## src/rtl/fp_align_stage_pipe.sv

```systemverilog
// FP add/sub alignment stage: operand swap, sticky-preserving right shift, one's-complement
// inversion for effective subtraction, base exponent select; 1 or 2 register stages with valid/ready.
module fp_align_stage_pipe #(
  parameter int EXP_W       = 8,
  parameter int FRAC_W      = 23,
  parameter int PIPE_STAGES = 1
) (
  input  logic              clk_i,
  input  logic              rst_n_i,
  input  logic              flush_i,
  input  logic              in_valid_i,
  output logic              in_ready_o,
  input  logic [EXP_W-1:0]  exponent1_i,
  input  logic [EXP_W-1:0]  exponent2_i,
  input  logic [FRAC_W:0]   mantissa1_i,
  input  logic [FRAC_W:0]   mantissa2_i,
  input  logic              sign_of_difference_i,
  input  logic              zero_difference_i,
  input  logic [1:0]        compare_i,
  input  logic              eff_operation_i,
  input  logic [EXP_W-1:0]  difference_i,
  output logic              out_valid_o,
  input  logic              out_ready_i,
  output logic [FRAC_W+3:0] adder1_o,
  output logic [FRAC_W+3:0] adder2_o,
  output logic              carry_in_o,
  output logic [EXP_W-1:0]  exponent_base_o
);
  localparam int MANT_W = FRAC_W + 1;
  localparam int RND_W  = MANT_W + 3;
  localparam int SH_W   = RND_W - 1;
  localparam int A_W    = 2*RND_W + 2 + EXP_W;
  localparam int B_W    = 2*RND_W + 1 + EXP_W;

  logic [MANT_W-1:0] small_w, big_w;
  logic [SH_W-1:0]   a_w, pre_w, mask_w;
  logic              sticky_w, c1_w, c2_w;
  logic [A_W-1:0]    a_pay_w;
  logic [B_W-1:0]    b_out_w;
  logic              vld_out_w;

  always_comb begin
    small_w  = sign_of_difference_i ? mantissa1_i : mantissa2_i;
    big_w    = sign_of_difference_i ? mantissa2_i : mantissa1_i;
    a_w      = {small_w, 2'b00};
    pre_w    = '0;
    mask_w   = '0;
    sticky_w = |small_w;
    // Shift amount may exceed the datapath: anything past it leaves only sticky.
    if ({{(32-EXP_W){1'b0}}, difference_i} < 32'(SH_W)) begin
      pre_w    = a_w >> difference_i;
      mask_w   = ~({SH_W{1'b1}} << difference_i);
      sticky_w = |(a_w & mask_w);
    end
    c1_w    = eff_operation_i & (~zero_difference_i | (compare_i != 2'b10));
    c2_w    = eff_operation_i & zero_difference_i & (compare_i == 2'b10);
    a_pay_w = {pre_w, sticky_w, big_w, 3'b000, c1_w, c2_w,
               sign_of_difference_i ? exponent2_i : exponent1_i};
  end

  function automatic logic [B_W-1:0] invert_f(input logic [A_W-1:0] p);
    logic [RND_W-1:0] al, nm;
    logic             c1, c2;
    logic [EXP_W-1:0] eb;
    {al, nm, c1, c2, eb} = p;
    return {c1 ? ~al : al, c2 ? ~nm : nm, c1 | c2, eb};
  endfunction

  if (PIPE_STAGES == 1) begin : g_p1
    logic           vld_q, en_w;
    logic [B_W-1:0] b_q;
    assign en_w       = ~vld_q | out_ready_i;
    assign in_ready_o = en_w & ~flush_i;
    always_ff @(posedge clk_i or negedge rst_n_i) begin
      if (!rst_n_i) begin
        vld_q <= 1'b0;
        b_q   <= '0;
      end else begin
        if (flush_i)   vld_q <= 1'b0;
        else if (en_w) vld_q <= in_valid_i;
        if (in_valid_i & in_ready_o) b_q <= invert_f(a_pay_w);
      end
    end
    assign vld_out_w = vld_q;
    assign b_out_w   = b_q;
  end else if (PIPE_STAGES == 2) begin : g_p2
    logic [1:0]     vld_q;
    logic           en0_w, en1_w;
    logic [A_W-1:0] a_q;
    logic [B_W-1:0] b_q;
    // Each stage loads when empty or when its occupant leaves this cycle.
    assign en1_w      = ~vld_q[1] | out_ready_i;
    assign en0_w      = ~vld_q[0] | en1_w;
    assign in_ready_o = en0_w & ~flush_i;
    always_ff @(posedge clk_i or negedge rst_n_i) begin
      if (!rst_n_i) begin
        vld_q <= '0;
        a_q   <= '0;
        b_q   <= '0;
      end else begin
        if (flush_i) vld_q <= '0;
        else begin
          if (en0_w) vld_q[0] <= in_valid_i;
          if (en1_w) vld_q[1] <= vld_q[0];
        end
        if (in_valid_i & in_ready_o) a_q <= a_pay_w;
        if (en1_w & vld_q[0])        b_q <= invert_f(a_q);
      end
    end
    assign vld_out_w = vld_q[1];
    assign b_out_w   = b_q;
  end else begin : g_bad
    $error("fp_align_stage_pipe: PIPE_STAGES must be 1 or 2");
  end

  assign out_valid_o = vld_out_w;
  assign {adder1_o, adder2_o, carry_in_o, exponent_base_o} = b_out_w;
endmodule

```

## config.mk

```make
export PLATFORM = sky130hd
export DESIGN_NAME = fp_align_stage_pipe
export DESIGN_NICKNAME = d
export VERILOG_FILES = /design/src/rtl/fp_align_stage_pipe.sv
export SDC_FILE = /design/constraint.sdc
export NUM_CORES = 1
export LEC_CHECK = 0
export ABC_CLOCK_PERIOD_IN_PS = 2000
export BUFFER_PORTS_ARGS = -buffer_cell sky130_fd_sc_hd__buf_2
export CAP_MARGIN = 20
export CORE_UTILIZATION = 25
export DETAILED_ROUTE_END_ITERATION = 6
export GPL_ROUTABILITY_DRIVEN = 1
export GPL_TIMING_DRIVEN = 0
export PLACE_DENSITY = 0.55
export SYNTH_ARGS = -nofsm -noshare
export SYNTH_HDL_FRONTEND = slang
export SYNTH_SLANG_ARGS = --single-unit
export TNS_END_PERCENT = 10
```

## constraint.sdc

```tcl
create_clock -name clk_i -period 2 [get_ports clk_i]
set_input_delay 0.4 -clock clk_i [delete_from_list [all_inputs] [get_ports clk_i]]
set_output_delay 0.4 -clock clk_i [all_outputs]
set_load 0.1 [all_outputs]
```

### Word level (Yosys, flattened, before mapping)

Index checks and enable logic that the tools add are counted.
W data, S select, Z words.

| cells by class | value |
|---|---|
| bitwise logic cells | 15 |
| reduce and logical (&&, ||, !) cells | 3 |
| order comparisons | 1 |
| shift operators | 2 |
| mux-type cells | 9 |
| equal/unequal tests | 2 |

Operators with widths:

| operator | count |
|---|---|
| $mux W27 | 2 |
| $not A27 Y27 | 2 |
| $mux W24 | 2 |
| $and A26 B26 Y26 | 1 |
| $mux W26 | 1 |
| $not A26 Y26 | 1 |
| $reduce_or A26 Y1 | 1 |
| $shl A26 B8 Y26 const A | 1 |
| $shr A26 B8 Y26 | 1 |
| $reduce_or A24 Y1 | 1 |
| $lt A8 B5 Y1 const B | 1 |
| $mux W8 | 1 |
| $and A1 B1 Y1 | 5 |
| $mux W1 | 3 |
| $not A1 Y1 | 3 |
| $or A1 B1 Y1 | 3 |
| $eq A2 B2 Y1 const B | 1 |
| $ne A2 B2 Y1 const B | 1 |
| $reduce_bool A2 Y1 | 1 |

| word-level totals | value |
|---|---|
| word-level logic and storage cells | 34 |
| output and inout bits | 65 |
| register bits after elaboration | 64 |
| input bits | 82 |

### Depth between registers and ports, before layout

Gate-level depths: netlist (run 1).

| logic depth | value |
|---|---|
| word-level depth | 7 |
| mapped depth | 10 |
| depth with buffers taken out | 7 |

### Worst setup path before layout (run 1)

OpenSTA, ideal clock, no wires.

| path | value |
|---|---|
| path type | register -> register |
| from | register g_p1.vld_q (netlist: out_valid_o) |
| to | register g_p1.b_q[45] (netlist: b_out_w[45]) |
| clock period less this slack | 3.468 ns |
| library setup time | 0.077 ns |
| data required time | 1.923 ns |
| buffers on the path | 1 |
| stages on the path, launching flop included | 8 |
| data arrival time | 3.391 ns |
| path slack | -1.468 ns |
| path through | dfrtp_1 nor2b_1 nor2_1 nand2_1 buf_4 nor2_1 o221ai_1 a21oi_1 |

| between the ends | value |
|---|---|
| cells in the longest elaborated chain, start to end | 4 |

Ends and longest elaborated chain:

| item | RTL line | source |
|---|---|---|
| start, declared | 70 | `logic vld_q, en_w;` |
| start signal, assigned | 80 | `else if (en_w) vld_q <= in_valid_i;` |
| $not A1 Y1 | 72 | `assign en_w = ~vld_q \| out_ready_i;` |
| $or A1 B1 Y1 | 72 |  |
| $and A1 B1 Y1 | 73 | `assign in_ready_o = en_w & ~flush_i;` |
| named net in_ready_o | 12 | `output logic in_ready_o,` |
| $and A1 B1 Y1 | 81 | `if (in_valid_i & in_ready_o) b_q <= invert_f(a_pay_w);` |
| end signal, assigned | 81 |  |
| end, declared | 71 | `logic [B_W-1:0] b_q;` |

The timed path passes the listed nets, and every way through them passes these cells.
A chain may end at the register's enable or synchronous reset.

### Worst setup path after layout (run 1)

| path | value |
|---|---|
| from | input sign_of_difference_i |
| to | register g_p1.b_q[40] (netlist: b_out_w[40]) |

| between the ends | value |
|---|---|
| cells in the longest elaborated chain, start to end | 5 |

Ends and longest elaborated chain:

| item | RTL line | source |
|---|---|---|
| start, declared | 17 | `input logic sign_of_difference_i,` |
| $mux W24 * | 43 | `small_w = sign_of_difference_i ? mantissa1_i : mantissa2_i;` |
| $shr A26 B8 Y26 * | 51 | `pre_w = a_w >> difference_i;` |
| $mux W26 * | 50 | `if ({{(32-EXP_W){1'b0}}, difference_i} < 32'(SH_W)) begin` |
| $not A27 Y27 | 66 | `return {c1 ? ~al : al, c2 ? ~nm : nm, c1 \| c2, eb};` |
| $mux W27 * | 66 |  |

Mark *: on every way between the ends. The rest lies on a longest branch, timed or not.

==> results of run 1 <==
[power breakdown]
part	switching, mW	internal [mW]	leakage, nW
combinational	2.36	0.713	2.25
clock	0.607	0.866	0.132
sequential	0.0981	1.46	0.770
total	3.06	3.04	3.16
[flip-flops by register name (all words and copies together), names as in the netlist]
signal and flops:
b_out_w 61, out_valid_o 1
[kinds of logic (layout without fill, tap and decap cells)]
logic type,after synthesis,in the layout
AOI/OAI and AO/OA,139,139
xor gates and xnor gates,38,38
buffers and inverters,54,222
DFF,62,62
muxes,111,111
and+or+nand+nor,181,181
[worst max-delay path, cell delays in order]
cell and delay (ns):
buf_12 0.12, buf_12 0.13, buf_12 0.16, mux2i_4 0.32
mux2i_2 0.13, mux4_2 0.52, o2bb2ai_1 0.14, o21bai_1 0.17
mux2i_1 0.17, o211ai_1 0.11
[through the flow]
step,area [um2],total power [mW]
2_1_floorplan,5470,3.84
3_3_place_gp,6530,4.49
6_report,7330,6.10
3_5_place_dp,6540,4.50
4_1_cts,7260,6.12
5_1_grt,7330,6.32
[cells in the final DEF, fill, tap and decap left out, types with 4 or more instances in the layout]
cell       netlist  layout
buf_2           11     149
nand2_1         93      90
dfrtp_1         62      61
mux2i_1         67      55
o21ai_0         56      47
xnor2_1         30      30
mux4_2          27      27
nor2_1          29      26
nand3_1         15      14
clkbuf_1        25      12
o211ai_1        11      11
buf_4            4      11
mux2_2          17      11
o21ai_1          2      11
a21oi_1         14      10
clkbuf_16        0       9
mux2i_4          0       8
xor2_1           8       8
clkbuf_2         0       7
a31oi_1          8       7
inv_1            6       6
mux2_4           0       6
buf_12           0       5
clkbuf_8         0       5
or3_1            8       5
nor2_4           0       4
buf_6            1       4
and2_1           4       4
or2_2            4       4
a21o_1           4       4
a21oi_2          0       4
o22ai_1          5       4
mux2i_2          0       4
[what timing repair did]
action | in CTS | in global routing
endpoints found under the setup margin | 24 | 21
pin swaps | 7 | 5
cloned | 2 | 0
endpoints found under the hold margin | 0 | 0
buffers inserted | 6 | 0
gates resized for setup | 81 | 22
[how the worst max path moves through the flow]
stage,from,end,slack (ns)
2_1_floorplan,sign_of_difference_i,b_out_w[49],-0.26
3_3_place_gp,difference_i[6],b_out_w[37],-1.25
3_5_place_dp,sign_of_difference_i,b_out_w[36],-0.93
4_1_cts,sign_of_difference_i,b_out_w[49],-0.16
5_1_grt,sign_of_difference_i,b_out_w[40],-0.27
6_report,sign_of_difference_i,b_out_w[40],-0.18
[cells in the mapped netlist (2+ instances only)]
cell and n:
dfrtp_1 62, a21o_1 4, o21ai_1 2, or4_1 2
nand2_1 93, and2_1 4, nor2_1 29, a41oi_1 2
buf_1 7, or2_2 4, a221oi_1 2, nor3_1 4
nor4_1 4, and3_1 3, mux4_2 27, o22ai_1 5
xor2_1 8, buf_4 4, a211oi_1 4, mux2_2 17
inv_1 6, xnor2_1 30, buf_2 11, or3_1 8
a221o_1 3, a2bb2oi_1 2, nand3_1 15, o211ai_1 11
o21ai_0 56, nor2b_1 4, o221ai_1 2, clkbuf_1 25
nor4b_1 2, a32oi_1 2, mux2i_1 67, a2111oi_2 2
a211o_1 2, a22oi_1 2, a31oi_1 8, a21oi_1 14
a31o_2 2, a2111oi_0 2
[cell type report]
| cell class | count | area (um2) | share of cell area (%) |
|---|---|---|---|
| Tap cell | 275 | 344 | 4.70 |
| Buffer | 47 | 367 | 5.00 |
| Timing Repair Buffer | 153 | 848 | 11.6 |
| Sequential cell | 62 | 1560 | 21.2 |
| Clock inverter | 4 | 22.5 | 0.307 |
| Clock buffer | 12 | 246 | 3.36 |
| Multi-Input combinational cell | 469 | 3920 | 53.5 |
| Inverter | 6 | 22.5 | 0.307 |
[routing by layer]
| layer | up-vias | wire [um] | part of all wire, % |
|---|---|---|---|
| met5 | - | 10 | 0.047 |
| met4 | 2 | 824 | 3.9 |
| met3 | 53 | 1350 | 6.4 |
| met2 | 245 | 9850 | 46 |
| met1 | 2681 | 9170 | 43 |
| li1 | 2506 | - | - |
==> impl_metrics.csv, run 1 <==
group,metric,value,unit
run,maxCapViolations,0,
clock_network,clkSinkCount,62,
finish,fillCellCount,2208,
finish,drive_gt1_share,40.9,%
placement,pre_cts_ws,-0.934,ns
synthesis,yosysTopAreaCell,"dfrtp_1",
drt,first_pass_iters,7,
die,core-area,21000,um2
clock_network,holdBufCountCts,0,
die,start_util,25.4,%
setup_path,r2r-start,"out_valid_o",
sta,rsz0062_at_grt,"true",
placement,gp_congestion,0.955,
synthesis,yosys_most_used_dff,"dfrtp_1",
setup_path,timing.rr.end,"b_out_w[43]",
synthesis,synth_cell_types,64,
synthesis,async_flop_share,100,%
finish,final_cells,1028,
clock_network,numCtsBuffers,9,
grt,grt_pass1_vias,5499,
drt,wl_per_cell,20.6,um
power,p_leak,3.16,nW
die,die_w,148,um
grt,use_met3,3.34,%
worst_hold_path,min_path_type,"in -> async",
die,dieHeight,148,um
power,power_density,832,nW/um2
synthesis,muxShareOfSynthArea,27.6,%
synthesis,synth-xor-area-share,6.24,%
sta,skew,0.00476,ns
drt,dr_total_vias,5487,
synthesis,synth_compound_area_share,17.1,%
clock_network,clk_path_buf_depth,2,
drt,ant_nets,0,
sta,layout_setup_ws,-0.182,ns
placement,dpl.cell_count,1005,
finish,diodes,0,
synthesis,synth_fa_ha_area_share,0,%
synthesis,synth-seq-cells,62,
finish,utilization,35.0,%
drt,drtIter0Drc,475,
finish,nets,830,
grt,met1_usage,25.5,%
synthesis,syn_inst,585,
grt,top_usage_layer,"met2",
die,design.die.area,21900,um2
sta,slew-limit-headroom,45.0,%
setup_path,arrival,2.39,ns
clock_network,clockRootBuffer,"clkbuf_16",
run_status,status,"complete, but fails checks",
sta,fin_crit,2.18,ns
synthesis,synthesis.nets,667,
synthesis,synth_top_family_by_area,"multiplexers",
placement,port_buffers,143,
sta,finalHoldViolCount,0,
setup_path,r2r_cells,6,
drt,drc,0,
sta,setup_viol,15,
setup_path,ff2ff_setup_slack,0.18,ns
synthesis,avgSynthCellArea,9.12,um2
finish,syn_to_final_growth,37.4,%
clock_network,clkTransAtPathRegs,0.05,ns
sta,fmax,458,MHz
setup_path,critPathKind,"in -> reg",
setup_path,setup.worst_path.end_class,"flop",
sta,worstMarginPinSlew,0.824,ns
clock_network,cts_tree,"done",
grt,gr-usage-all-layers,19.7,%
sta,drv_slew,0,
sta,period_share,109,%
power,ir_drop,0.408,mV
synthesis,yosysSeqAreaShare,29.1,%
run_status,violations,"setup timing",
grt,grt-ovfl-total,0,
die,ios,147,
setup_path,start_kind,"primary input",
synthesis,ys_warn_count,0,
die,num_rows,53,
grt,use_met2,31.5,%
grt,grt_first_pass_wirelength,32600,um
drt,wirelength,21200,um
drt,vias_per_cell,5.34,
sta,hold_ws,0.157,ns
synthesis,synth_top_area_share,29.1,%
sta,tns,-1.50,ns
synthesis,synth.area.top_cells,"dfrtp_1, mux2i_1, mux4_2",
synthesis,syn-cell-area,5330,um2
setup_path,cp_max_fo,10,
synthesis,synth_edf_count,0,
grt,grt_max_degree,63,
clock_network,clkLatencyLatePin,0.35,ns
setup_path,worstPathRequired,2.21,ns
placement,hpwlAfterDp,16400,um
grt,antenna_found_initial,1,
synthesis,synth_simple_gate_area_share,15.5,%
clock_network,htreeDepth,3,
(Power assumes the default switching activity.)
==> inputs of run 2 (changes only) <==
--- a/config.mk
+++ b/config.mk
@@ -13,6 +13,7 @@
 export GPL_ROUTABILITY_DRIVEN = 1
 export GPL_TIMING_DRIVEN = 0
 export PLACE_DENSITY = 0.55
+export SKIP_CTS_REPAIR_TIMING = 1
 export SYNTH_ARGS = -nofsm -noshare
 export SYNTH_HDL_FRONTEND = slang
 export SYNTH_SLANG_ARGS = --single-unit
==> impl_metrics.csv, run 2 (synthesis results as in run 1) <==
group,metric,value,unit
setup_path,crit_end,"b_out_w[42]",
finish,largest_reg_flops,61,
power,ir_drop,0.413,mV
setup_path,slowest_delay,0.48,ns
drt,vias_per_cell,5.31,
sta,tns,-1.66,ns
setup_path,worstPathRequired,2.22,ns
sta,layout_setup_ws,-0.215,ns
die,die_w,148,um
sta,period_share,111,%
finish,nets,836,
clock_network,numCtsBuffers,9,
placement,pre_cts_ws,-0.934,ns
setup_path,r2r-start,"out_valid_o",
setup_path,timing.rr.end,"b_out_w[43]",
sta,slew-limit-headroom,44.8,%
finish,fin_area,7380,um2
sta,skew,0.00566,ns
sta,rsz0062_at_grt,"true",
sta,setup_viol,12,
clock_network,clockRootBuffer,"clkbuf_16",
grt,grt_max_degree,63,
finish,fillCellCount,2210,
worst_hold_path,min_path_type,"in -> async",
placement,hpwlAfterDp,16400,um
finish,final_common_cell,"buf_2",
die,start_util,25.4,%
die,core-area,21000,um2
drt,wl_per_cell,20.6,um
placement,port_buffers,143,
grt,grt_first_pass_wirelength,31900,um
grt,grt-ovfl-total,0,
clock_network,cts_tree,"done",
setup_path,cp_max_fo,6,
drt,drtIter0Drc,474,
grt,grt_pass1_vias,5322,
finish,syn_to_final_growth,38.3,%
clock_network,clkSinkCount,62,
clock_network,clk_path_buf_depth,2,
sta,worstMarginPinSlew,0.828,ns
setup_path,r2r_cells,6,
placement,gp_congestion,0.955,
finish,drive_gt1_share,41.2,%
setup_path,setup.worst_path.end_class,"flop",
power,p_leak,3.18,nW
finish,seqCellArea,1560,um2
die,num_rows,53,
finish,multiInputGateArea,3920,um2
clock_network,clkLatencyLatePin,0.35,ns
drt,ant_nets,0,
setup_path,startpoint,"sign_of_difference_i",
clock_network,htreeDepth,3,
drt,wirelength,21300,um
sta,drv_slew,0,
drt,dr_total_vias,5491,
setup_path,crit_chain,"buf_12, clkbuf_16, clkbuf_16, mux2i_4, buf_4, mux4_2, o221a_2, mux2i_2, xor2_1, o21ai_1",
placement,post_dp_cell_area,6540,um2
run,maxCapViolations,0,
setup_path,cp_slowest_cell,"mux4_2",
setup_path,start_kind,"primary input",
drt,first_pass_iters,5,
grt,gr-usage-all-layers,19.3,%
finish,final_cell_mix,"buf_2, nand2_1, dfrtp_1",
sta,finalHoldViolCount,0,
run_status,status,"complete, but fails checks",
setup_path,arrival,2.44,ns
setup_path,cp_common_cell,"clkbuf_16",
die,ios,147,
finish,diodes,0,
drt,drc,0,
power,power_density,828,nW/um2
sta,fmax,452,MHz
setup_path,critPathKind,"in -> reg",
setup_path,ff2ff_setup_slack,0.19,ns
grt,antenna_found_initial,1,
sta,fin_crit,2.21,ns
clock_network,clkTransAtPathRegs,0.05,ns
die,design.die.area,21900,um2
run_status,violations,"setup timing",
die,dieHeight,148,um
==> run 2: worst max-delay path, delay by kind of cell <==
| kind | cells | cell delay [ns] |
|---|---|---|
| AOI/OAI and AO/OA | 2 | 0.35 |
| muxes | 3 | 0.87 |
| xor gates and xnor gates | 1 | 0.21 |
| buffers and inverters | 4 | 0.60 |
==> run 2: final cells by class <==
type | count | area share, %
multi-input cells | 469 | 53.1
flip-flops and latches | 62 | 21.1
repair buffers | 158 | 12.2
plain buffers | 48 | 4.92
well taps | 275 | 4.66
clock buffers | 12 | 3.34
inverters | 6 | 0.356
clock inverters | 4 | 0.305
==> run 2: power by group <==
| group | internal [mW] | total, mW | switching, mW |
|---|---|---|---|
| logic | 0.714 | 3.08 | 2.36 |
| clock network | 0.866 | 1.48 | 0.610 |
| registers | 1.46 | 1.56 | 0.0985 |
==> run 2: worst min path at each step <==
| stage | from | to | cells past startpoint |
|---|---|---|---|
| after floorplan | rst_n_i | b_out_w[0] | 0 |
| after global placement | b_out_w[59] | b_out_w[59] | 2 |
| after detailed placement | b_out_w[8] | b_out_w[8] | 2 |
| after CTS | rst_n_i | b_out_w[1] | 1 |
| after global routing | rst_n_i | b_out_w[1] | 1 |
| final | rst_n_i | b_out_w[1] | 1 |
==> run 2: stage by stage <==
stage / hold slack [ns] / cells / utilization [%] / total power [mW]
detailed placement: 0.462 / 1005 / 31.2 / 4.50
CTS: 0.189 / 1021 / 32.5 / 6.00
global route: 0.227 / 1034 / 35.2 / 6.33
global placement: 0.457 / 1003 / 31.1 / 4.49
floorplan: 0.104 / 585 / - / 3.84
finish: 0.158 / 1034 / 35.2 / 6.11
==> run 2: routing by layer <==
metal | GRT usage, % | vias to the layer above | wire length (um)
li1 | - | 2526 | -
met1 | 25.4 | 2664 | 9190
met2 | 30.6 | 254 | 10100
met3 | 3.25 | 45 | 1460
met4 | 9.59 | 2 | 636
met5 | 0 | - | 10
